<file path="src/rtl/serial_sub_ctrl.sv">
// Bit-serial subtractor (a - b, LSB first, one bit per clock) with an IDLE/SHIFT/DONE controller.
// Optional zero-result flag output enabled by defining SERIAL_SUB_ZERO_FLAG_EN.

module half_sub (
  input  logic x,
  input  logic y,
  output logic d,
  output logic bo
);
  assign d  = x ^ y;
  assign bo = ~x & y;
endmodule

module serial_sub_ctrl #(
  parameter int WIDTH = 8
) (
  input  logic             clk,
  input  logic             rst_n,
  input  logic             start,
  input  logic [WIDTH-1:0] a,
  input  logic [WIDTH-1:0] b,
  output logic [WIDTH-1:0] diff,
  output logic             bor,
  output logic             busy,
  output logic             done
`ifdef SERIAL_SUB_ZERO_FLAG_EN
  ,
  output logic             zero
`endif
);

  localparam int CNT_W = $clog2(WIDTH + 1);

  typedef enum logic [1:0] {
    IDLE  = 2'd0,
    SHIFT = 2'd1,
    DONE  = 2'd2
  } state_t;

  state_t             state, state_nxt;
  logic [WIDTH-1:0]   a_sr, b_sr;
  logic [CNT_W-1:0]   cnt;
  logic               br;
  logic               d_bit, d1, bo1, bo2, br_nxt;
  logic               last_bit;
  logic [WIDTH-1:0]   diff_nxt;

  // Full subtractor: two half subtractors plus the borrow OR.
  half_sub u_hs0 (.x(a_sr[0]), .y(b_sr[0]), .d(d1),    .bo(bo1));
  half_sub u_hs1 (.x(d1),      .y(br),      .d(d_bit), .bo(bo2));
  assign br_nxt   = bo1 | bo2;

  assign last_bit = (cnt == CNT_W'(WIDTH - 1));
  assign diff_nxt = {d_bit, diff[WIDTH-1:1]};

  always_ff @(posedge clk or negedge rst_n) begin
    if (!rst_n) state <= IDLE;
    else        state <= state_nxt;
  end

  always_comb begin
    state_nxt = state;
    case (state)
      IDLE:    if (start) state_nxt = SHIFT;
      SHIFT:   if (last_bit) state_nxt = DONE;
      DONE:    state_nxt = IDLE;
      default: state_nxt = IDLE;
    endcase
  end

  always_comb begin
    busy = (state == SHIFT);
    done = (state == DONE);
  end

  // Operands are captured only on the accepting edge; afterwards a/b are ignored.
  always_ff @(posedge clk or negedge rst_n) begin
    if (!rst_n) begin
      a_sr <= '0;
      b_sr <= '0;
      cnt  <= '0;
      br   <= 1'b0;
      diff <= '0;
      bor  <= 1'b0;
    end else begin
      case (state)
        IDLE: begin
          if (start) begin
            a_sr <= a;
            b_sr <= b;
            cnt  <= '0;
            br   <= 1'b0;
          end
        end
        SHIFT: begin
          a_sr <= a_sr >> 1;
          b_sr <= b_sr >> 1;
          br   <= br_nxt;
          cnt  <= cnt + 1'b1;
          diff <= diff_nxt;
          if (last_bit) bor <= br_nxt;
        end
        default: ;
      endcase
    end
  end

`ifdef SERIAL_SUB_ZERO_FLAG_EN
  always_ff @(posedge clk or negedge rst_n) begin
    if (!rst_n)                          zero <= 1'b0;
    else if (state == SHIFT && last_bit) zero <= (diff_nxt == '0);
  end
`endif

endmodule

</file>
<file path="config.mk">
export PLATFORM = sky130hd
export DESIGN_NAME = serial_sub_ctrl
export DESIGN_NICKNAME = d
export VERILOG_FILES = /design/src/rtl/serial_sub_ctrl.sv
export SDC_FILE = /design/constraint.sdc
export NUM_CORES = 1
export LEC_CHECK = 0
export BUFFER_PORTS_ARGS = -buffer_cell sky130_fd_sc_hd__buf_2
export CAP_MARGIN = 20
export CORE_MARGIN = 3
export CORE_UTILIZATION = 57
export DETAILED_ROUTE_END_ITERATION = 6
export GPL_ROUTABILITY_DRIVEN = 0
export GPL_TIMING_DRIVEN = 0
export HOLD_SLACK_MARGIN = 0.15
export PLACE_DENSITY = 0.82
export SYNTH_ARGS = -nofsm -noshare
export SYNTH_HDL_FRONTEND = slang
export SYNTH_SLANG_ARGS = --single-unit
</file>
<file path="constraint.sdc">
create_clock -name clk -period 2.6 [get_ports clk]
set_input_delay 0.13 -clock clk [delete_from_list [all_inputs] [get_ports clk]]
set_output_delay 0.13 -clock clk [all_outputs]
set_load 0.01 [all_outputs]
</file>
-- After elaboration in Yosys (flattened, before gate mapping)
Cells that the tools add are included.
- flip-flop bits (word level): 32
- input bits: 19
- output and inout bits: 11
- word-level logic and storage cells: 36
- $add $sub $neg: 1
- equal/unequal tests: 5
- muxes and demuxes: 11
- bitwise logic cells: 7
- reductions and logical operators: 5
- operators with widths (kind ; number):
    8-bit one-hot mux with 2 select lines ; 2
    8-bit 2-to-1 mux ; 2
    4-bit one-hot mux with 2 select lines ; 1
    2-bit AND reduction ; 3
    4-bit by 1-bit adder with 4-bit output, second input constant ; 1
    4-bit by 3-bit == test with 1-bit output, second input constant ; 1
    2-bit 2-to-1 mux ; 2
    4-bit 2-to-1 mux ; 1
    2-bit one-hot mux with 2 select lines ; 1
    1-bit AND ; 2
    2-bit by 1-bit == test with 1-bit output, second input constant ; 1
    2-bit == test, second input constant ; 1
    2-bit logical NOT ; 1
    2-bit by 1-bit inequality test with 1-bit output, second input constant ; 1
    2-bit inequality test, second input constant ; 1
    1-bit inverter ; 2
    1-bit one-hot mux with 2 select lines ; 1
    2-bit nonzero test ; 1
    1-bit XOR ; 2
    1-bit 2-to-1 mux ; 1
    1-bit OR ; 1

-- Depth between registers and ports, before layout
Gate-level depths: netlist of the first run.
- depth in word-level cells: 5
- gate-level depth with buffers: 5
- mapped depth without buffers: 4

-- Hierarchy
Synthesis of the first run repeated with hierarchy kept, for this count alone.
- cell total of the unflattened synthesis: 160
- area total of the unflattened synthesis: 1537.7 um^2
- by module, submodules not included (module ; instances ; cells an instance ; area each (um^2) ; seq. area each (um^2)):
    serial_sub_ctrl ; 1 ; 154 ; 1497.7 ; 800.8
    half_sub ; 2 ; 3 ; 20.0 ; 0.0

-- Worst setup path after synthesis of the first run
No wires, ideal clock.
- path type: reg-to-reg
- start: reg state[1]
- end: reg b_sr[7]
- library setup time: 0.122 ns
- data arrival time: 1.019 ns
- data required time: 2.478 ns
- setup slack: 1.459 ns
- stages on the path, launching flop included: 5
- path buffers: 2
- period minus slack after synthesis: 1.141 ns
- cells stage by stage: dfrtp_1 -> buf_2 -> o21bai_1 -> buf_2 -> a32o_1
- longest elaborated chain between the ends: 3
- elaborated cells between the ends (all ways): 6
- classes of those cells: 2 x eq/ne; 1 x mux; 3 x reduce/logical
- RTL lines (item ; line ; source):
    from (decl) ; 40 ; state_t state, state_nxt;
    from (signal assigned) ; 58 ; else state <= state_nxt;
    2-bit by 1-bit == test with 1-bit output / 2-bit logical NOT (equally long branches) ; 86 ; case (state)
    2-bit nonzero test (no source line) / 2-bit inequality test (equally long branches) ; - ;
    2-bit AND reduction (no source line) ; - ;
    to (signal assigned) ; 97 ; b_sr <= b_sr >> 1;
    to (decl) ; 41 ; logic [WIDTH-1:0] a_sr, b_sr;
Parallel ways exist; a longest one is shown, timed or not.
A chain may end at the register's enable or synchronous reset.

-- Worst setup path in the final report of the first run
- start: reg state[0]
- end: out done
- longest elaborated chain between the ends: 1
- RTL lines (item ; line ; source):
    2-bit == test ; 73 ; done = (state == DONE);
    to (decl) ; 25 ; output logic done
Every way passes these cells.

==> flow_metrics.env, run 1 <==
export IMPL_route_top_layer_used="met4"
export IMPL_leakagePower_nw=0.901
export IMPL_fin_tns_setup_ns=0
export IMPL_fin_crit_sh=0.597
export IMPL_number_of_vias_after_detailed_routing=1261
export IMPL_detailedRoute_firstPassIterationCount=4
export IMPL_placeableCoreArea_sq_um=2280
export IMPL_avgViaCountPerCell=5.68
export IMPL_tritoncts="done"
export IMPL_peak_supply_drop_uv=929
export IMPL_max_clock_path_buffers=2
export IMPL_synth_cells=143
export IMPL_critical_path_maximum_fanout=10
export IMPL_vias_in_the_first_global_route=1305
export IMPL_clock_tree_htree_level_count=2
export IMPL_detail_route_wl_per_cell_um=15.2
export IMPL_grt_start_max_net_pins=33
export IMPL_post_detailed_routing_wire_length_um=3380
export IMPL_worst_hold_slack_ns=0.183
export IMPL_worstSetupPathType="flip-flop to output port"
export IMPL_grt_pass1_wl_um=5760
export IMPL_place_inst=200
export IMPL_met1_length_um=1360
export IMPL_met3WireLength_um=291
export IMPL_design_power_total_mw=2.12
export IMPL_met2_length_um=1610
export IMPL_worst_ep_required_time_ns=2.47
export IMPL_tritoncts_num_buffers=5
export IMPL_power_density_nw_per_um2=1160
export IMPL_root_buffer="sky130_fd_sc_hd__clkbuf_4"
export IMPL_clock_skew_final_ns=0.0140
export IMPL_cts_num_sinks=32
export IMPL_timing_max_cap_violations=0
export IMPL_count_of_synthesis_stage_warnings_from_yosys=0
export IMPL_cp_arrival_ns=1.42
export IMPL_post_cts_sizing_count=0
export IMPL_normalized_max_slew_margin=0.525
export IMPL_drt_iter0_drc=48
export IMPL_n_antenna_cell=0
export IMPL_critical_path_startpoint_type="flip-flop"
export IMPL_nNetsFinal=214
export IMPL_status="finished clean"
export IMPL_floorplan_die_width_um=55.8
export IMPL_cts_clk_slew_worst_paths_ns=0.10
export IMPL_synthesis_area_per_instance_sq_um=9.90
export IMPL_fp_dieArea_sq_um=3120
export IMPL_timing_worst_slew_pin_value_ns=0.712
export IMPL_grt_usage=0.240
export IMPL_synth_seq_area_share=0.566
export IMPL_layout_min_cycle_time_ns=1.55
export IMPL_post_cts_setup_buffer_count=0
export IMPL_async_flop_share=1.00
export IMPL_antenna_violating_nets_post_route=0
export IMPL_instances_no_fill=222
export IMPL_floorplan_io_pins=30
export IMPL_syn_nets=164
export IMPL_timing_final_setup_violations=0
export IMPL_drive_gt1_frac=0.253
export IMPL_max_clock_freq_mhz=645
export IMPL_hp_class="primary input to flip-flop"
export IMPL_grt_setup_unrepaired="no"
export IMPL_placement_io_buffers=29
export IMPL_die_height_um=55.8
export IMPL_clk_insertion_delay_late_ns=0.34
export IMPL_drt_drc_violations_left=0
export IMPL_areaGrowthSynthToFinish_pct=29.4
export IMPL_global_route_overflow_total=0
export IMPL_starting_density_of_the_core=0.622
export IMPL_synth_area_sq_um=1420
export IMPL_synth_enable_flop_cells=0
export IMPL_timing_max_transition_violations_final=0
export IMPL_yosys_register_bits=32
export IMPL_synth_cell_type_count=28
export IMPL_end_kind="output port"
export IMPL_most_frequently_used_flop_master_after_synthesis="sky130_fd_sc_hd__dfrtp_1"
export IMPL_rows=17
export IMPL_finalHoldViolations=0
export IMPL_initial_antenna_violation_count=0
export IMPL_place_hpwl_um=2040
-- power by group --
part	switching [mW]	leakage [nW]	internal, mW
sequential	0.158	0.412	0.707
combinational	0.470	0.438	0.356
clock	0.173	0.0515	0.255
total	0.801	0.901	1.32
-- path summary, 6_finish.rpt --
check,start,end,slack [ns],cells after the start
max in group asynchronous,rst_n,b_sr[7]$_DFFE_PN0P_,1.77,2
setup / recovery,state[0]$_DFFE_PN0P_,done,1.05,4
min in group asynchronous,rst_n,a_sr[3]$_DFFE_PN0P_,0.36,2
hold reg to reg,diff[0]$_DFFE_PN0P_,diff[0]$_DFFE_PN0P_,0.49,2
hold / removal,a[7],a_sr[7]$_DFFE_PN0P_,0.18,3
setup reg to reg,state[0]$_DFFE_PN0P_,b_sr[5]$_DFFE_PN0P_,1.30,4
-- metrics by stage --
| stage | area (sq um) | setup WS [ns] | util |
|---|---|---|---|
| CTS | 1830 | 1.08 | 0.804 |
| finish | 1830 | 1.05 | 0.804 |
| global placement | 1600 | 1.36 | 0.701 |
| global route | 1830 | 0.945 | 0.804 |
| detailed placement | 1600 | 1.35 | 0.701 |
| floorplan | 1420 | 1.46 | - |
-- routing by layer --
layer / up-vias / global-route usage
met5: - / 0
met4: 0 / 0.0983
met1: 583 / 0.274
met2: 76 / 0.402
met3: 13 / 0.0951
li1: 589 / -
-- cell families after synthesis --
kind of cell             share of synthesized area
AND/OR/NAND/NOR                              0.181
AO/OA/AOI/OAI                                0.164
flip-flops                                   0.566
buffers and inverters                       0.0513
multiplexers                                0.0150
adder cells (fa/ha/maj)                     0.0230
-- state kept, by name, summed over array words and instances (netlist names) --
signal,cells
state,2
br,1
a_sr,8
cnt,4
b_sr,8
diff,8
bor,1
-- cells in the mapped netlist (3+ instances only) --
cell type	instances	share of area
sky130_fd_sc_hd__o21ai_1	3	0.011
sky130_fd_sc_hd__buf_2	4	0.014
sky130_fd_sc_hd__nand3_1	3	0.011
sky130_fd_sc_hd__o21ai_0	14	0.050
sky130_fd_sc_hd__a21oi_1	3	0.011
sky130_fd_sc_hd__dfrtp_1	32	0.57
sky130_fd_sc_hd__inv_1	4	0.011
sky130_fd_sc_hd__a22oi_1	12	0.064
sky130_fd_sc_hd__nand2_1	43	0.11
sky130_fd_sc_hd__nor2_1	3	0.0080
-- layout by cell type (no fill, tap or decap) --
master and instances:
sky130_fd_sc_hd__buf_6 2, sky130_fd_sc_hd__dfrtp_1 32, sky130_fd_sc_hd__o21ai_0 14, sky130_fd_sc_hd__a31oi_1 1, sky130_fd_sc_hd__inv_1 4, sky130_fd_sc_hd__nand2_1 43, sky130_fd_sc_hd__nand3_1 3, sky130_fd_sc_hd__inv_2 1
sky130_fd_sc_hd__and3b_1 2, sky130_fd_sc_hd__buf_4 1, sky130_fd_sc_hd__buf_2 33, sky130_fd_sc_hd__a32o_1 1, sky130_fd_sc_hd__o21bai_1 1, sky130_fd_sc_hd__clkbuf_1 1, sky130_fd_sc_hd__ha_1 1, sky130_fd_sc_hd__a22o_1 2
sky130_fd_sc_hd__nand2b_4 1, sky130_fd_sc_hd__or3_1 1, sky130_fd_sc_hd__a21oi_1 3, sky130_fd_sc_hd__nor2b_2 1, sky130_fd_sc_hd__nor2_1 3, sky130_fd_sc_hd__o21ai_1 3, sky130_fd_sc_hd__bufinv_16 1, sky130_fd_sc_hd__clkbuf_4 5
sky130_fd_sc_hd__clkbuf_8 2, sky130_fd_sc_hd__nor3_2 1, sky130_fd_sc_hd__dlygate4sd3_1 14, sky130_fd_sc_hd__nor2b_1 2, sky130_fd_sc_hd__mux2i_1 1, sky130_fd_sc_hd__a22oi_1 12, sky130_fd_sc_hd__mux2_2 1, sky130_fd_sc_hd__fa_1 1
-- area by class of cell --
class                           instances  area (sq um)
Buffer                                  8          53.8
Clock buffer                            7          65.1
Clock inverter                          1          30.0
Fill cell                             131           445
Inverter                                5          18.8
Multi-Input combinational cell         98           542
Sequential cell                        32           801
Tap cell                               28          35.0
Timing Repair Buffer                   43           285
-- worst max-delay path: stages, from the launching register on --
cell and delay [ns]:
sky130_fd_sc_hd__dfrtp_1 0.56, sky130_fd_sc_hd__buf_6 0.20, sky130_fd_sc_hd__buf_6 0.15, sky130_fd_sc_hd__nor2_1 0.05, sky130_fd_sc_hd__buf_2 0.13
-- timing repair --
action                                  in CTS  in global routing
endpoints found under the hold margin       45                  0
endpoints found under the setup margin       0                  0
hold buffers                                14                  0
(Power assumes the default switching activity.)
==> run 2: changes to the inputs <==
--- a/config.mk
+++ b/config.mk
@@ -8,12 +8,12 @@
 export BUFFER_PORTS_ARGS = -buffer_cell sky130_fd_sc_hd__buf_2
 export CAP_MARGIN = 20
 export CORE_MARGIN = 3
-export CORE_UTILIZATION = 57
+export CORE_UTILIZATION = 48
 export DETAILED_ROUTE_END_ITERATION = 6
 export GPL_ROUTABILITY_DRIVEN = 0
 export GPL_TIMING_DRIVEN = 0
 export HOLD_SLACK_MARGIN = 0.15
-export PLACE_DENSITY = 0.82
+export PLACE_DENSITY = 0.73
 export SYNTH_ARGS = -nofsm -noshare
 export SYNTH_HDL_FRONTEND = slang
 export SYNTH_SLANG_ARGS = --single-unit
==> constraint.sdc (replaced) <==
create_clock -name clk -period 1.41 [get_ports clk]
set_input_delay 0.0705 -clock clk [delete_from_list [all_inputs] [get_ports clk]]
set_output_delay 0.0705 -clock clk [all_outputs]
set_load 0.01 [all_outputs]
==> flow_metrics.env, run 2 (same netlist as run 1, synthesis figures left out) <==
export IMPL_clock_skew_final_ns=0.0162
export IMPL_normalized_max_slew_margin=0.542
export IMPL_critical_path_maximum_fanout=10
export IMPL_die_height_um=60.3
export IMPL_mostFrequentLayoutCell="sky130_fd_sc_hd__nand2_1"
export IMPL_worst_ep_required_time_ns=1.34
export IMPL_drive_gt1_frac=0.264
export IMPL_clk_network_pwr_share=0.182
export IMPL_fin_crit_sh=0.946
export IMPL_dpl_worst_slack_ns=0.155
export IMPL_drt_drc_violations_left=0
export IMPL_cts_num_sinks=32
export IMPL_initial_antenna_violation_count=0
export IMPL_critical_path_slowest_cell="sky130_fd_sc_hd__dfrtp_2"
export IMPL_antenna_violating_nets_post_route=0
export IMPL_n_antenna_cell=0
export IMPL_sw_frac_of_total=0.384
export IMPL_drt_iter0_drc=62
export IMPL_global_route_overflow_total=0
export IMPL_fill_cells=226
export IMPL_grt_start_max_net_pins=33
export IMPL_pwr_share_seq=0.407
export IMPL_rows=19
export IMPL_hp_class="primary input to flip-flop"
export IMPL_worstSetupPathType="flip-flop to output port"
export IMPL_power_density_nw_per_um2=2070
export IMPL_nNetsFinal=217
export IMPL_worst_hold_slack_ns=0.178
export IMPL_max_clock_path_buffers=2
export IMPL_root_buffer="sky130_fd_sc_hd__clkbuf_4"
export IMPL_clock_tree_htree_level_count=2
export IMPL_finalWorstSetupSlack_ns=0.0767
export IMPL_timing_final_setup_violations=0
export IMPL_cpLargestDelayFamily="flip-flops"
export IMPL_net_switching_power_mw=1.48
export IMPL_avgViaCountPerCell=5.32
export IMPL_pwr_share_comb=0.410
export IMPL_cp_arrival_ns=1.26
export IMPL_path_cells="buf_6 > buf_6 > nor2_2 > buf_2"
export IMPL_leakagePower_nw=0.901
export IMPL_fin_tns_setup_ns=0
export IMPL_post_detailed_routing_wire_length_um=3080
export IMPL_cellInternalPower_mw=2.38
export IMPL_crit_top_cell="sky130_fd_sc_hd__buf_6"
export IMPL_detailedRoute_firstPassIterationCount=5
export IMPL_placement_io_buffers=29
export IMPL_reg_top3="a_sr x8, b_sr x8, diff x8"
export IMPL_layout_common_cells="43 x sky130_fd_sc_hd__nand2_1, 30 x sky130_fd_sc_hd__buf_2, 30 x sky130_fd_sc_hd__dfrtp_1"
export IMPL_end_kind="output port"
export IMPL_starting_density_of_the_core=0.509
export IMPL_number_of_vias_after_detailed_routing=1213
export IMPL_layout_min_cycle_time_ns=1.33
export IMPL_worstPathBufferInverterCount=3
export IMPL_design_area_sq_um=1870
export IMPL_slowest_delay_ns=0.44
export IMPL_finalHoldViolations=0
export IMPL_place_hpwl_um=2010
export IMPL_design_power_total_mw=3.86
export IMPL_vias_in_the_first_global_route=1218
export IMPL_tritoncts_num_buffers=5
export IMPL_grt_usage=0.193
export IMPL_cts_clk_slew_worst_paths_ns=0.12
export IMPL_detailed_place_area_sq_um=1600
export IMPL_ff2ff_setup_slack_ns=0.11
export IMPL_fp_dieArea_sq_um=3640
export IMPL_timing_critical_path_from="state[0]$_DFFE_PN0P_"
export IMPL_areaGrowthSynthToFinish_pct=31.9
export IMPL_min_from="b[1]"
export IMPL_timing_max_cap_violations=0
export IMPL_placeableCoreArea_sq_um=2780
export IMPL_floorplan_io_pins=30
export IMPL_peak_supply_drop_uv=1430
export IMPL_timing_max_transition_violations_final=0
export IMPL_floorplan_die_width_um=60.3
export IMPL_critical_path_startpoint_type="flip-flop"
export IMPL_timing_worst_slew_pin_value_ns=0.687
export IMPL_status="finished clean"
export IMPL_grt_pass1_wl_um=5180
export IMPL_critical_path_reg2reg_startpoint="state[0]$_DFFE_PN0P_"
export IMPL_clk_insertion_delay_late_ns=0.34
export IMPL_max_clock_freq_mhz=750
export IMPL_detail_route_wl_per_cell_um=13.5
export IMPL_tritoncts="done"
==> run 2: cell count changes in the layout (fill, tap and decap cells not counted), sizes merged <==
cell	change
buf	-1
clkbuf	-1
clkinv	+1
clkinvlp	+1
dlygate4sd3	+3
==> run 2: power groups by stage <==
stage	clock network [mW]	registers, mW	logic [mW]
floorplan	0	1.60	1.01
finish	0.705	1.57	1.59
global placement	0	1.57	1.42
CTS	0.713	1.56	1.60
detailed placement	0	1.60	1.50
global route	0.752	1.63	1.82
==> run 2: tightest hold or removal path, delay by kind of cell <==
family          cells  cell delay (ns)
compound gates      2             0.18
simple gates        1             0.14
buf+inv             1             0.08
==> run 2: path summary, 6_finish.rpt <==
kind / endpoint / cells after the start
setup / recovery: done / 4
hold / removal: b_sr[1]$_DFFE_PN0P_ / 4
setup reg to reg: cnt[0]$_DFFE_PN0P_ / 5
hold reg to reg: diff[0]$_DFFE_PN0P_ / 2
max in group asynchronous: state[0]$_DFFE_PN0P_ / 2
min in group asynchronous: diff[3]$_DFFE_PN0P_ / 2
==> run 2: timing repair <==
item                                    CTS  global route
setup buffers                             1             0
endpoints found under the setup margin    2             6
pin swaps                                 0             0
hold buffers                             17             0
endpoints found under the hold margin    47             0
gates resized for setup                   2             6
==> run 2: final cells by class <==
type                            count  area (sq um)  share of cell area
Timing Repair Buffer               47           323               0.173
Sequential cell                    32           803               0.430
Clock buffer                        5          37.5              0.0201
Multi-Input combinational cell     98           544               0.292
Buffer                              7          53.8              0.0288
Inverter                            5          23.8              0.0127
Tap cell                           31          38.8              0.0208
Clock inverter                      3          42.5              0.0228
==> run 2: per-stage QoR <==
stage                     cells   util
final                       228  0.671
after CTS                   229  0.669
after global placement      203  0.575
after detailed placement    203  0.575
after floorplan             143      -
after global routing        228  0.671
==> run 2: per-layer routing <==
layer	up-vias	global-route usage	share of wire
met3	7	0.0518	0.047
met1	586	0.225	0.43
met4	0	0.0728	0.015
met5	-	0	0
met2	31	0.335	0.51
li1	589	-	-
